===== config.mk =====
export PLATFORM = sky130hd
export DESIGN_NAME = cache_mem_arbiter_flat
export DESIGN_NICKNAME = d
export VERILOG_FILES = /design/src/rtl/cache_pkg.sv /design/src/rtl/cache_mem_arbiter_if.sv /design/src/rtl/rr_arb2.sv /design/src/rtl/cache_mem_arbiter.sv /design/src/flat_wrapper.sv
export SDC_FILE = /design/constraint.sdc
export NUM_CORES = 1
export LEC_CHECK = 0
export CAP_MARGIN = 40
export CORE_AREA = 2 2 536 538
export DETAILED_ROUTE_END_ITERATION = 7
export DIE_AREA = 0 0 538 540
export SLEW_MARGIN = 20
export SYNTH_ARGS = -nofsm -noshare
export SYNTH_HDL_FRONTEND = slang
export SYNTH_SLANG_ARGS = --single-unit

===== constraint.sdc =====
create_clock -name clk_i -period 1.9 [get_ports clk_i]
set_clock_uncertainty 0.1 [all_clocks]
set_input_delay 0.38 -clock clk_i [delete_from_list [all_inputs] [get_ports clk_i]]
set_output_delay 0.38 -clock clk_i [all_outputs]
set_load 0.005 [all_outputs]

===== src/rtl/cache_pkg.sv =====
// Shared cache-side constants: memory-arbiter state encodings and requester IDs.
// Used by the memory arbiter and by both cache controllers.
package cache_pkg;

    localparam logic [1:0] StIdle    = 2'd0;
    localparam logic [1:0] StGrant0  = 2'd1;
    localparam logic [1:0] StGrant1  = 2'd2;
    localparam logic [1:0] StRelease = 2'd3;

    localparam logic ReqIcache = 1'b0;
    localparam logic ReqDcache = 1'b1;

    function automatic logic [1:0] grant_state(input logic req_id);
        return (req_id == ReqDcache) ? StGrant1 : StGrant0;
    endfunction

endpackage


===== src/rtl/cache_mem_arbiter_if.sv =====
// Requester and data-memory signals of the cache memory arbiter.
// master = arbiter side, slave = requesters plus memory.
interface cache_mem_arbiter_if #(
    parameter int unsigned ADDR_W = 32,
    parameter int unsigned DATA_W = 256
);
    logic              rq0_enable_i;
    logic              rq1_enable_i;
    logic              rq0_write_i;
    logic              rq1_write_i;
    logic [ADDR_W-1:0] rq0_addr_i;
    logic [ADDR_W-1:0] rq1_addr_i;
    logic [DATA_W-1:0] rq0_data_i;
    logic [DATA_W-1:0] rq1_data_i;
    logic              rq0_ack_o;
    logic              rq1_ack_o;
    logic [DATA_W-1:0] rq_data_o;
    logic              mem_enable_o;
    logic              mem_write_o;
    logic [ADDR_W-1:0] mem_addr_o;
    logic [DATA_W-1:0] mem_data_o;
    logic [DATA_W-1:0] mem_data_i;
    logic              mem_ack_i;
    logic              busy_o;
    logic              err_o;

    modport master (
        input  rq0_enable_i, rq1_enable_i, rq0_write_i, rq1_write_i,
        input  rq0_addr_i, rq1_addr_i, rq0_data_i, rq1_data_i,
        input  mem_data_i, mem_ack_i,
        output rq0_ack_o, rq1_ack_o, rq_data_o,
        output mem_enable_o, mem_write_o, mem_addr_o, mem_data_o,
        output busy_o, err_o
    );

    modport slave (
        output rq0_enable_i, rq1_enable_i, rq0_write_i, rq1_write_i,
        output rq0_addr_i, rq1_addr_i, rq0_data_i, rq1_data_i,
        output mem_data_i, mem_ack_i,
        input  rq0_ack_o, rq1_ack_o, rq_data_o,
        input  mem_enable_o, mem_write_o, mem_addr_o, mem_data_o,
        input  busy_o, err_o
    );

endinterface


===== src/rtl/rr_arb2.sv =====
// Two-input round-robin arbiter: combinational one-hot grant, last winner
// recorded only when update_i is high.
module rr_arb2
    import cache_pkg::*;
(
    input  logic       clk_i,
    input  logic       rst_i,
    input  logic [1:0] req_i,
    input  logic       update_i,
    output logic [1:0] gnt_o
);

    logic last_q;

    always_comb begin
        gnt_o = 2'b00;
        unique case (req_i)
            2'b01:   gnt_o = 2'b01;
            2'b10:   gnt_o = 2'b10;
            // Tie goes to whoever did not win last time.
            2'b11:   gnt_o = (last_q == ReqDcache) ? 2'b01 : 2'b10;
            default: gnt_o = 2'b00;
        endcase
    end

    always_ff @(posedge clk_i or negedge rst_i) begin
        if (!rst_i) begin
            last_q <= ReqDcache;
        end else if (update_i && (gnt_o != 2'b00)) begin
            last_q <= gnt_o[1];
        end
    end

endmodule


===== src/rtl/cache_mem_arbiter.sv =====
// Arbitrates the I-cache and D-cache onto one data-memory port, with round-robin
// tie-break, a one-cycle release gap between grants and a sticky grant timeout.
module cache_mem_arbiter
    import cache_pkg::*;
#(
    parameter int unsigned ADDR_W      = 32,
    parameter int unsigned DATA_W      = 256,
    parameter int unsigned TIMEOUT_CYC = 1023
) (
    input logic                 clk_i,
    input logic                 rst_i,
    cache_mem_arbiter_if.master bus
);

    localparam int unsigned     CntW    = $clog2(TIMEOUT_CYC + 1);
    localparam logic [CntW-1:0] CntLast = CntW'(TIMEOUT_CYC - 1);
    localparam logic [CntW-1:0] CntMax  = CntW'(TIMEOUT_CYC);

    logic [1:0]        state_q, state_d;
    logic [CntW-1:0]   cnt_q, cnt_d;
    logic              err_q, err_d;
    logic [1:0]        rr_gnt;
    logic              rr_update;
    logic              in_grant;
    logic              timeout;
    logic              mem_en;
    logic              mem_wr;
    logic [ADDR_W-1:0] addr_mux;
    logic [DATA_W-1:0] data_mux;

    rr_arb2 u_rr_arb2 (
        .clk_i    (clk_i),
        .rst_i    (rst_i),
        .req_i    ({bus.rq1_enable_i, bus.rq0_enable_i}),
        .update_i (rr_update),
        .gnt_o    (rr_gnt)
    );

    assign in_grant  = (state_q == StGrant0) || (state_q == StGrant1);
    assign rr_update = (state_q == StIdle);
    // The counter would reach TIMEOUT_CYC at the end of this grant cycle.
    assign timeout   = in_grant && !bus.mem_ack_i && (cnt_q == CntLast);

    always_comb begin
        state_d = state_q;
        cnt_d   = cnt_q;
        err_d   = err_q;
        unique case (state_q)
            StIdle: begin
                if (rr_gnt != 2'b00) begin
                    state_d = grant_state(rr_gnt[1]);
                    cnt_d   = '0;
                end
            end
            StGrant0, StGrant1: begin
                if (cnt_q != CntMax) begin
                    cnt_d = cnt_q + CntW'(1);
                end
                if (bus.mem_ack_i) begin
                    state_d = StRelease;
                end else if (timeout) begin
                    err_d   = 1'b1;
                    state_d = StRelease;
                end
            end
            StRelease: state_d = StIdle;
            default:   state_d = StIdle;
        endcase
    end

    always_ff @(posedge clk_i or negedge rst_i) begin
        if (!rst_i) begin
            state_q <= StIdle;
            cnt_q   <= '0;
            err_q   <= 1'b0;
        end else begin
            state_q <= state_d;
            cnt_q   <= cnt_d;
            err_q   <= err_d;
        end
    end

    always_comb begin
        mem_en   = 1'b0;
        mem_wr   = 1'b0;
        addr_mux = '0;
        data_mux = '0;
        if (state_q == StGrant0) begin
            mem_en   = 1'b1;
            mem_wr   = bus.rq0_write_i;
            addr_mux = bus.rq0_addr_i;
            data_mux = bus.rq0_data_i;
        end else if (state_q == StGrant1) begin
            mem_en   = 1'b1;
            mem_wr   = bus.rq1_write_i;
            addr_mux = bus.rq1_addr_i;
            data_mux = bus.rq1_data_i;
        end
    end

    assign bus.mem_enable_o = mem_en;
    assign bus.mem_write_o  = mem_wr;
    assign bus.mem_addr_o   = addr_mux;
    assign bus.mem_data_o   = data_mux;
    assign bus.rq0_ack_o    = bus.mem_ack_i && (state_q == StGrant0);
    assign bus.rq1_ack_o    = bus.mem_ack_i && (state_q == StGrant1);
    assign bus.rq_data_o    = bus.mem_data_i;
    assign bus.busy_o       = (state_q != StIdle);
    assign bus.err_o        = err_q;

endmodule

===== src/flat_wrapper.sv =====
// flat-port wrapper written by rule: the top's interface ports become plain ports
module cache_mem_arbiter_flat import cache_pkg::*;
#(
    parameter int unsigned ADDR_W      = 32,
    parameter int unsigned DATA_W      = 256,
    parameter int unsigned TIMEOUT_CYC = 1023
)
  (clk_i, rst_i, bus_rq0_enable_i, bus_rq1_enable_i, bus_rq0_write_i, bus_rq1_write_i, bus_rq0_addr_i, bus_rq1_addr_i, bus_rq0_data_i, bus_rq1_data_i, bus_mem_data_i, bus_mem_ack_i, bus_rq0_ack_o, bus_rq1_ack_o, bus_rq_data_o, bus_mem_enable_o, bus_mem_write_o, bus_mem_addr_o, bus_mem_data_o, bus_busy_o, bus_err_o);
  cache_mem_arbiter_if #(.ADDR_W(ADDR_W), .DATA_W(DATA_W)) bus_i ();
  input logic clk_i;
  input logic rst_i;
  input wire logic [$bits(bus_i.rq0_enable_i)-1:0] bus_rq0_enable_i;
  input wire logic [$bits(bus_i.rq1_enable_i)-1:0] bus_rq1_enable_i;
  input wire logic [$bits(bus_i.rq0_write_i)-1:0] bus_rq0_write_i;
  input wire logic [$bits(bus_i.rq1_write_i)-1:0] bus_rq1_write_i;
  input wire logic [$bits(bus_i.rq0_addr_i)-1:0] bus_rq0_addr_i;
  input wire logic [$bits(bus_i.rq1_addr_i)-1:0] bus_rq1_addr_i;
  input wire logic [$bits(bus_i.rq0_data_i)-1:0] bus_rq0_data_i;
  input wire logic [$bits(bus_i.rq1_data_i)-1:0] bus_rq1_data_i;
  input wire logic [$bits(bus_i.mem_data_i)-1:0] bus_mem_data_i;
  input wire logic [$bits(bus_i.mem_ack_i)-1:0] bus_mem_ack_i;
  output wire logic [$bits(bus_i.rq0_ack_o)-1:0] bus_rq0_ack_o;
  output wire logic [$bits(bus_i.rq1_ack_o)-1:0] bus_rq1_ack_o;
  output wire logic [$bits(bus_i.rq_data_o)-1:0] bus_rq_data_o;
  output wire logic [$bits(bus_i.mem_enable_o)-1:0] bus_mem_enable_o;
  output wire logic [$bits(bus_i.mem_write_o)-1:0] bus_mem_write_o;
  output wire logic [$bits(bus_i.mem_addr_o)-1:0] bus_mem_addr_o;
  output wire logic [$bits(bus_i.mem_data_o)-1:0] bus_mem_data_o;
  output wire logic [$bits(bus_i.busy_o)-1:0] bus_busy_o;
  output wire logic [$bits(bus_i.err_o)-1:0] bus_err_o;
  assign bus_i.rq0_enable_i = bus_rq0_enable_i;
  assign bus_i.rq1_enable_i = bus_rq1_enable_i;
  assign bus_i.rq0_write_i = bus_rq0_write_i;
  assign bus_i.rq1_write_i = bus_rq1_write_i;
  assign bus_i.rq0_addr_i = bus_rq0_addr_i;
  assign bus_i.rq1_addr_i = bus_rq1_addr_i;
  assign bus_i.rq0_data_i = bus_rq0_data_i;
  assign bus_i.rq1_data_i = bus_rq1_data_i;
  assign bus_i.mem_data_i = bus_mem_data_i;
  assign bus_i.mem_ack_i = bus_mem_ack_i;
  assign bus_rq0_ack_o = bus_i.rq0_ack_o;
  assign bus_rq1_ack_o = bus_i.rq1_ack_o;
  assign bus_rq_data_o = bus_i.rq_data_o;
  assign bus_mem_enable_o = bus_i.mem_enable_o;
  assign bus_mem_write_o = bus_i.mem_write_o;
  assign bus_mem_addr_o = bus_i.mem_addr_o;
  assign bus_mem_data_o = bus_i.mem_data_o;
  assign bus_busy_o = bus_i.busy_o;
  assign bus_err_o = bus_i.err_o;
  cache_mem_arbiter #(.ADDR_W(ADDR_W), .DATA_W(DATA_W), .TIMEOUT_CYC(TIMEOUT_CYC)) u_core (.clk_i(clk_i), .rst_i(rst_i), .bus(bus_i));
endmodule

==> reports/metrics.csv, run 1 <==
stage,metric,value,unit
die,die area,291000,um2
global_routing,first-pass GRT wire length,204,mm
clock_network,Max Buffers Root-to-Sink,2,
setup_path,critical path class,register to output pin,
final_layout,# nets final,3053,
synthesis,#FFs+latches synth,14,
global_routing,initial antenna violation count,68,
die,Die Width,538,um
drt,DRC Markers,0,
sta,RSZ-0062 raised after global routing,yes,
setup_path,crit path to,bus_mem_data_o[50],
global_routing,vias in the first global route,13000,
synthesis,count of flip-flops with a built-in enable after synthesis,0,
hold_path,HP Class,primary input to async pin,
clock_network,hold_buf cts,0,
clock_network,Sink Count,14,
setup_path,CP cell instances,buf_4 > ha_4 > buf_12 > buf_6 > buf_8 > buf_12 > o21ai_1 > dlygate4sd2_1,
setup_path,Setup crit start,u_core.state_q[0],
setup_path,worst-path fanout max,10,
drt,via count,13400,
synthesis,warnings from Yosys,0,
synthesis,cell count after synthesis,1310,
sta,Slew headroom,68.1,%
global_routing,gr ovfl total,0,
clock_network,CTS Root Cell,clkbuf_16,
final_layout,# fillers,33000,
placed_design,Port-buffer cells,876,
setup_path,cell mode on critical path,buf_12,
die,core box area,284000,um2
sta,Setup-failing EPs final,305,
die,row count,196,
final_layout,area of the multi-input gates,5820,um2
outcome,status,"finished, violations left",
outcome,failing checks,setup timing,
setup_path,CP required,1420,ps
setup_path,crit path capture type,output pin,
power,Leak,9.51,nW
synthesis,"Seq/Total Area, Yosys",5.15,%
clock_network,Num CTS Buffers,3,
synthesis,"Top FF cell, synth",dfrtp_1,
placed_design,Detailed Place HPWL,163,mm
die,starting density of the core,2.40,%
placed_design,pre-CTS setup slack,-1150,ps
synthesis,asr flop ratio synth,100,%
setup_path,worst r2r src,u_core.state_q[0],
final_layout,Area Overhead vs Synth,280,%
sta,Peak Freq,374,MHz
power,PwrDens,1580,nW/um2
drt,initial drt markers,485,
sta,Final min period,2680,ps
setup_path,critical path arrival,2200,ps
setup_path,CP max stage delay,390,ps
drt,Detail Route Antenna Nets,0,
power,peak supply drop,0.936,mV
synthesis,Unique masters post-synth,45,
final_layout,share of cells above drive strength 1,43.3,%
synthesis,Post-Syn Area per Cell,5.21,um2
global_routing,largest net degree at the start of global routing,31,
setup_path,flop2flop setup slack,-280,ps
sta,final worst slack,-776,ps
synthesis,post-synthesis cell area,6830,um2
setup_path,reg2reg end,u_core.cnt_q[6],
die,DIE HEIGHT,540,um
placed_design,Final Wtd Congestion,0.943,
clock_network,CTS tree,done,
clock_network,clk_lat worst skew,250,ps
drt,drt pass-1 iters,4,
drt,wire per inst,30.8,um
setup_path,slowest CP cell,dfrtp_1,
synthesis,syn nets,2154,
drt,DRT Wirelength,185,mm
setup_path,CP startpoint kind,register,
setup_path,Reg2Reg Depth,9,
sta,fin crit share,141,%
clock_network,clock-pin slew of the registers on the worst-case setup and hold paths,50,ps
sta,Slew Limit Fails,0,
sta,endpoints failing hold,0,
drt,Via density,2.22,
die,I/O Pins,1389,
final_layout,final core utilization,9.14,%
sta,Worst Tran Pin Value,474,ps
global_routing,global-route usage over all layers,11.8,%
final_layout,register area,352,um2
flow_run,max cap viols,0,
clock_network,H-Tree Depth,1,
## critical path: cells and delay by family (launching register included)
kind | cells | cell delay [ps]
DFF | 1 | 390
AOI/OAI and AO/OA | 1 | 300
buffers and inverters | 6 | 1030
adders and majority gates | 1 | 180
## stage by stage
stage	hold slack (ps)	cell area [um2]	instances	power [W]	setup TNS, ps
2_1_floorplan	-15.6	6860	1310	0.00664	-1290
3_3_place_gp	363	21900	5867	0.0327	-174120
3_5_place_dp	368	21900	5867	0.0326	-168340
4_1_cts	370	24100	5924	0.0389	-200230
5_1_grt	394	26000	6022	0.0438	-200740
6_report	362	26000	6023	0.0410	-170010
## power by group
| part | internal, W | switching [W] | leakage (nW) | total, W |
|---|---|---|---|---|
| combinational | 0.0200 | 0.0201 | 9.28 | 0.0400 |
| sequential | 0.000398 | 0.000121 | 0.184 | 0.000519 |
| clock | 0.000320 | 0.000131 | 0.0445 | 0.000451 |
| total | 0.0207 | 0.0203 | 9.51 | 0.0410 |
## logic make-up (layout without fill, tap and decap cells)
kind of cell               Yosys count  count (layout)  synth area share, %
buffers and inverters              363            1261                 34.5
DFF                                 14              14                 5.15
and+or+nand+nor                    609             609                 34.7
AOI/OAI and AO/OA                  315             315                 24.1
other                                0              53                    0
muxes                                4               4                0.623
adders and majority gates            5               5                0.916
## metal layers
| metal | part of all wire, % | up-vias | track usage, % |
|---|---|---|---|
| met5 | 0.11 | - | 0.483 |
| met4 | 5.6 | 10 | 5.44 |
| met3 | 16 | 231 | 8.24 |
| met2 | 44 | 1287 | 18.7 |
| met1 | 34 | 5999 | 11.5 |
| li1 | - | 5840 | - |
## registers in the layout (all words and copies together), names as in the netlist
| name | flops |
|---|---|
| u_core.u_rr_arb2.last_q | 1 |
| u_core.state_q | 2 |
| u_core.bus.err_o | 1 |
| u_core.cnt_q | 10 |
## layout make-up
cell class,instances,share of cell area [%]
Sequential cell,14,1.35
Multi-Input combinational cell,933,22.4
Clock buffer,4,0.342
Inverter,8,0.116
Timing Repair Buffer,1249,57.2
Tap cell,3762,18.1
Antenna cell,53,0.510
## cell usage in the layout (no fill, tap or decap), types with 4 or more instances in the layout
cell,count
a21oi_1,5
buf_12,217
buf_16,25
buf_2,59
buf_4,198
buf_6,82
buf_8,28
bufbuf_16,4
clkbuf_16,20
clkbuf_2,13
clkdlybuf4s15_2,10
clkdlybuf4s50_1,582
dfrtp_1,13
diode_2,53
dlygate4sd2_1,7
dlymetal6s2s_1,5
inv_1,6
nand2_1,457
nand2_2,51
nand2_4,71
nand3_1,7
nor2_1,5
o21ai_0,56
o21ai_1,73
o21ai_2,107
o21ai_4,54
## Yosys cell counts (5+ instances only)
library cell  number  area (um2)
a21oi_1            5        25.0
buf_1             10        37.5
buf_2             11        55.1
buf_4            257        1930
clkbuf_1          75         282
dfrtp_1           13         325
ha_1               5        62.6
inv_1              8        30.0
nand2_1          579        2170
nand3_1            7        35.0
nor2_1             5        18.8
o21ai_0          289        1450
## worst min-delay path by stage
stage / start / to / slack (ps) / cells after the start
2_1_floorplan: rst_i / u_core.bus.err_o / -20 / 0
3_3_place_gp: u_core.bus.err_o / u_core.bus.err_o / 360 / 1
3_5_place_dp: u_core.bus.err_o / u_core.bus.err_o / 370 / 1
4_1_cts: rst_i / u_core.cnt_q[2] / 370 / 2
5_1_grt: u_core.bus.err_o / u_core.bus.err_o / 390 / 1
6_report: rst_i / u_core.cnt_q[8] / 360 / 2
## timing repair
item | CTS | global route
pin swaps | 53 | 127
buffers inserted | 39 | 54
setup endpoints to repair | 305 | 305
gates resized for setup | 538 | 637
gates cloned | 27 | 19
Note: power is estimated with default switching activity, not from simulation.
==> run 2, diff against run 1 <==
--- a/config.mk
+++ b/config.mk
@@ -9,6 +9,7 @@
 export CORE_AREA = 2 2 536 538
 export DETAILED_ROUTE_END_ITERATION = 7
 export DIE_AREA = 0 0 538 540
+export GPL_TIMING_DRIVEN = 0
 export SLEW_MARGIN = 20
 export SYNTH_ARGS = -nofsm -noshare
 export SYNTH_HDL_FRONTEND = slang
==> reports/metrics.csv, run 2 (synthesis gave the netlist of run 1 again) <==
stage,metric,value,unit
die,die area,291000,um2
drt,DRC Markers,0,
setup_path,slowest CP cell,dfrtp_1,
clock_network,H-Tree Depth,1,
global_routing,vias in the first global route,14800,
final_layout,# fillers,33100,
global_routing,initial antenna violation count,108,
setup_path,CP cell instances,inv_2 > ha_4 > buf_12 > buf_16 > clkbuf_16 > clkbuf_16 > buf_16 > buf_6 > buf_6 > nand2_4 > o21ai_4 > buf_8 > buf_6,
final_layout,most frequent cells in the layout,"clkdlybuf4s50_1, nand2_1, buf_4",
setup_path,critical path arrival,2450,ps
placed_design,Detailed Place HPWL,188,mm
global_routing,gr ovfl total,0,
flow_run,max cap viols,0,
sta,Slew Limit Fails,0,
die,row count,196,
sta,final worst slack,-1030,ps
drt,Detail Route Antenna Nets,0,
placed_design,Port-buffer cells,1132,
placed_design,dpl cells,6276,
final_layout,share of cells above drive strength 1,46.4,%
drt,via count,15600,
clock_network,CTS Root Cell,clkbuf_16,
die,core box area,284000,um2
global_routing,global-route usage over all layers,12.9,%
power,Final Total Pwr,0.0424,W
global_routing,first-pass GRT wire length,224,mm
hold_path,HP Class,register to register,
setup_path,worst r2r src,u_core.state_q[0],
clock_network,Max Buffers Root-to-Sink,2,
final_layout,Largest Register,u_core.cnt_q,
sta,Final min period,2930,ps
outcome,status,"finished, violations left",
drt,Via density,2.40,
clock_network,Sink Count,14,
drt,initial drt markers,663,
die,starting density of the core,2.40,%
die,DIE HEIGHT,540,um
setup_path,critical path class,register to output pin,
sta,Worst Tran Pin Value,842,ps
hold_path,hold_sp,u_core.bus.err_o,
final_layout,Largest regs,"u_core.cnt_q x10, u_core.state_q x2",
outcome,failing checks,setup timing,
power,PwrDens,1450,nW/um2
die,Die Width,538,um
placed_design,pre-CTS setup slack,-2830,ps
final_layout,"most common cell after layout, fill and taps aside",clkdlybuf4s50_1,
clock_network,clk_lat worst skew,250,ps
sta,fin crit share,154,%
power,Leak,11.2,nW
sta,Peak Freq,342,MHz
drt,drt pass-1 iters,5,
power,peak supply drop,1.20,mV
setup_path,CP required,1420,ps
sta,Slew headroom,43.7,%
clock_network,hold_buf cts,0,
hold_path,cell depth of the worst hold path,1,
final_layout,# nets final,3532,
clock_network,CTS tree,done,
die,I/O Pins,1389,
sta,endpoints failing hold,0,
sta,RSZ-0062 raised after global routing,yes,
setup_path,cell mode on critical path,buf_6,
clock_network,clock-pin slew of the registers on the worst-case setup and hold paths,50,ps
final_layout,Finished Layout Cells,6494,
placed_design,Final Wtd Congestion,1.01,
setup_path,worst-path fanout max,8,
sta,Setup TNS,-219110,ps
clock_network,Num CTS Buffers,3,
setup_path,Reg2Reg Depth,8,
drt,DRT Wirelength,206,mm
global_routing,largest net degree at the start of global routing,15,
setup_path,Setup crit start,u_core.state_q[1],
final_layout,final core utilization,10.3,%
final_layout,max FFs per register,10,
sta,Setup-failing EPs final,305,
final_layout,Area Overhead vs Synth,328,%
drt,wire per inst,31.6,um
setup_path,CP max stage delay,400,ps
setup_path,crit path capture type,output pin,
setup_path,CP startpoint kind,register,
run 2: cell count changes in the layout (fill, tap and decap cells not counted), sizes merged:
cell / previous run / this run
buf: 609 / 813
bufbuf: 4 / 0
clkbuf: 34 / 62
clkdlybuf4s15: 12 / 4
clkdlybuf4s50: 582 / 844
diode: 53 / 45
dlygate4sd2: 7 / 1
dlymetal6s2s: 5 / 8
run 2: through the flow:
step	area, um2	hold slack (ps)
final	29200	367
after detailed placement	23700	368
after global routing	29200	396
after CTS	24800	377
after floorplan	6860	-15.6
after global placement	22900	363
run 2: critical path: cells and delay by family (launching register included):
kind                     cells  cell delay, ps
flip-flops                   1             400
adder cells (fa/ha/maj)      1             160
AO/OA/AOI/OAI                1              70
AND/OR/NAND/NOR              1              60
buffers and inverters       10            1420
run 2: area by class of cell:
| class | instances | area [um2] | share of cell area (%) |
|---|---|---|---|
| multi-input cells | 933 | 6230 | 21.3 |
| diodes | 45 | 113 | 0.385 |
| repair buffers | 1373 | 14200 | 48.7 |
| well taps | 3762 | 4710 | 16.1 |
| plain buffers | 355 | 3480 | 11.9 |
| inverters | 8 | 30.0 | 0.103 |
| clock buffers | 4 | 78.8 | 0.270 |
| flip-flops and latches | 14 | 352 | 1.20 |
run 2: final timing paths:
path | end | slack, ps
hold reg to reg | u_core.bus.err_o | 370
hold / removal | u_core.bus.err_o | 370
setup reg to reg | u_core.cnt_q[1] | -320
max in group asynchronous | u_core.state_q[0] | 800
setup / recovery | bus_mem_data_o[106] | -1030
min in group asynchronous | u_core.cnt_q[5] | 460
run 2: report_power, final:
group | internal, W | total, W | switching (W)
logic | 0.0179 | 0.0415 | 0.0236
registers | 0.000398 | 0.000518 | 0.000120
clock network | 0.000284 | 0.000412 | 0.000128
total | 0.0186 | 0.0424 | 0.0238
run 2: metal layers:
metal	GRT usage [%]	wire length (um)	vias up
li1	-	-	6790
met1	14.7	80300	7120
met2	21.1	91600	1267
met3	5.30	21600	363
met4	5.15	11300	40
met5	0	677	-
run 2: timing repair:
item,4_1_cts,5_1_grt
resized for setup,916,1879
pin swaps,3,111
setup buffers,5,157
gates cloned,1,14
endpoints found under the setup margin,298,304
==> run 3, diff against run 2 <==
--- a/config.mk
+++ b/config.mk
@@ -10,6 +10,8 @@
 export DETAILED_ROUTE_END_ITERATION = 7
 export DIE_AREA = 0 0 538 540
 export GPL_TIMING_DRIVEN = 0
+export RECOVER_POWER = 50
+export SKIP_LAST_GASP = 1
 export SLEW_MARGIN = 20
 export SYNTH_ARGS = -nofsm -noshare
 export SYNTH_HDL_FRONTEND = slang
==> reports/metrics.csv, run 3 (synthesis gave the netlist of run 1 again) <==
stage,metric,value,unit
die,Die Width,538,um
clock_network,Sink Count,14,
global_routing,global-route usage over all layers,12.8,%
clock_network,CTS tree,done,
sta,fin crit share,164,%
hold_path,hold_sp,u_core.bus.err_o,
setup_path,slowest CP cell,clkdlybuf4s50_1,
die,row count,196,
final_layout,most frequent cells in the layout,"clkdlybuf4s50_1, nand2_1, buf_4",
flow_run,max cap viols,0,
final_layout,share of cells above drive strength 1,40.8,%
sta,Slew Limit Fails,0,
drt,Via density,2.40,
die,die area,291000,um2
final_layout,Area Overhead vs Synth,306,%
sta,endpoints failing hold,0,
power,PwrDens,1410,nW/um2
clock_network,Num CTS Buffers,3,
sta,Worst Tran Pin Value,790,ps
setup_path,worst-path fanout max,9,
sta,Setup-failing EPs final,304,
setup_path,worst r2r src,u_core.state_q[0],
sta,Peak Freq,321,MHz
drt,DRT Wirelength,205,mm
setup_path,cell mode on critical path,buf_12,
final_layout,"most common cell after layout, fill and taps aside",clkdlybuf4s50_1,
setup_path,CP required,1420,ps
placed_design,Port-buffer cells,1132,
setup_path,Reg2Reg Depth,8,
outcome,status,"finished, violations left",
sta,Setup TNS,-225200,ps
placed_design,Detailed Place HPWL,188,mm
power,Leak,10.6,nW
global_routing,vias in the first global route,14800,
clock_network,CTS Root Cell,clkbuf_16,
drt,Detail Route Antenna Nets,0,
outcome,failing checks,setup timing,
clock_network,hold_buf cts,0,
sta,Final min period,3110,ps
sta,Final Hold Slack,368,ps
hold_path,cell depth of the worst hold path,1,
final_layout,Largest regs,"u_core.cnt_q x10, u_core.state_q x2",
final_layout,# fillers,33200,
final_layout,register area,352,um2
clock_network,Max Buffers Root-to-Sink,2,
placed_design,Final Wtd Congestion,1.01,
global_routing,gr ovfl total,0,
setup_path,reg2reg end,u_core.cnt_q[1],
setup_path,flop2flop setup slack,-320,ps
die,starting density of the core,2.40,%
hold_path,Worst Hold End,u_core.bus.err_o,
setup_path,Crit path max-delay family,buffers and inverters,
drt,wire per inst,31.8,um
setup_path,critical path class,register to output pin,
sta,Slew headroom,47.2,%
final_layout,Largest Register,u_core.cnt_q,
drt,DRC Markers,0,
setup_path,Worst Path Buf+Inv,8,
die,DIE HEIGHT,540,um
final_layout,max FFs per register,10,
die,I/O Pins,1389,
drt,initial drt markers,706,
final_layout,area of the multi-input gates,5640,um2
global_routing,first-pass GRT wire length,224,mm
sta,RSZ-0062 raised after global routing,yes,
die,core box area,284000,um2
final_layout,# nets final,3503,
global_routing,largest net degree at the start of global routing,15,
drt,via count,15500,
setup_path,CP max stage delay,510,ps
clock_network,H-Tree Depth,1,
setup_path,crit path capture type,output pin,
clock_network,clk_lat worst skew,250,ps
clock_network,clock-pin slew of the registers on the worst-case setup and hold paths,50,ps
setup_path,CP cell instances,inv_2 > ha_4 > buf_12 > buf_16 > buf_12 > clkbuf_8 > buf_8 > o21ai_1 > buf_4 > clkdlybuf4s50_1,
drt,drt pass-1 iters,5,
setup_path,CP startpoint kind,register,
global_routing,initial antenna violation count,118,
power,peak supply drop,1.13,mV
hold_path,HP Class,register to register,
sta,final worst slack,-1210,ps
setup_path,critical path arrival,2630,ps
final_layout,final core utilization,9.75,%
==> run 3: timing repair <==
action                     in CTS  in global routing
setup buffers                   5                129
gates cloned                    1                 12
pin swaps                       3                 58
setup endpoints to repair     298                303
resized for setup             754               1587
==> run 3: area by class of cell <==
cell class	instances	share of cell area, %
plain buffers	355	12.0
repair buffers	1344	48.7
clock buffers	4	0.284
multi-input cells	933	20.3
flip-flops and latches	14	1.27
well taps	3762	17.0
diodes	38	0.343
inverters	8	0.108
==> run 3: metal layers <==
metal / wire, um / GRT usage [%] / vias to the layer above
li1: - / - / 6716
met1: 81400 / 14.6 / 7067
met2: 90300 / 21.1 / 1306
met3: 21100 / 5.42 / 387
met4: 11800 / 5.18 / 42
met5: 662 / 0.0167 / -
==> run 3: metrics by stage <==
step	power, W	std cells	cell area [um2]	setup slack [ps]
5_1_grt	0.0416	6447	27700	-1280
6_report	0.0392	6458	27700	-1210
3_5_place_dp	0.0309	6276	23700	-2830
2_1_floorplan	0.00664	1310	6860	-8.87
4_1_cts	0.0328	6280	24600	-1300
3_3_place_gp	0.0293	6204	22900	-3760
==> run 3: worst max-delay path by stage <==
stage                       from             endpoint  depth (start not counted)
2_1_floorplan  u_core.state_q[0]  bus_mem_data_o[126]                          7
3_3_place_gp   u_core.state_q[0]  bus_mem_data_o[110]                          8
3_5_place_dp   u_core.state_q[0]  bus_mem_data_o[110]                          9
4_1_cts        u_core.state_q[0]   bus_mem_data_o[43]                          8
5_1_grt        u_core.state_q[1]   bus_mem_data_o[93]                         10
6_report       u_core.state_q[1]   bus_mem_data_o[93]                         10
==> run 3: power breakdown <==
part | total [W] | switching (W) | leakage [nW] | internal [W]
logic | 0.0383 | 0.0225 | 10.3 | 0.0157
registers | 0.000518 | 0.000120 | 0.184 | 0.000398
clock network | 0.000413 | 0.000129 | 0.0384 | 0.000284
total | 0.0392 | 0.0228 | 10.6 | 0.0164
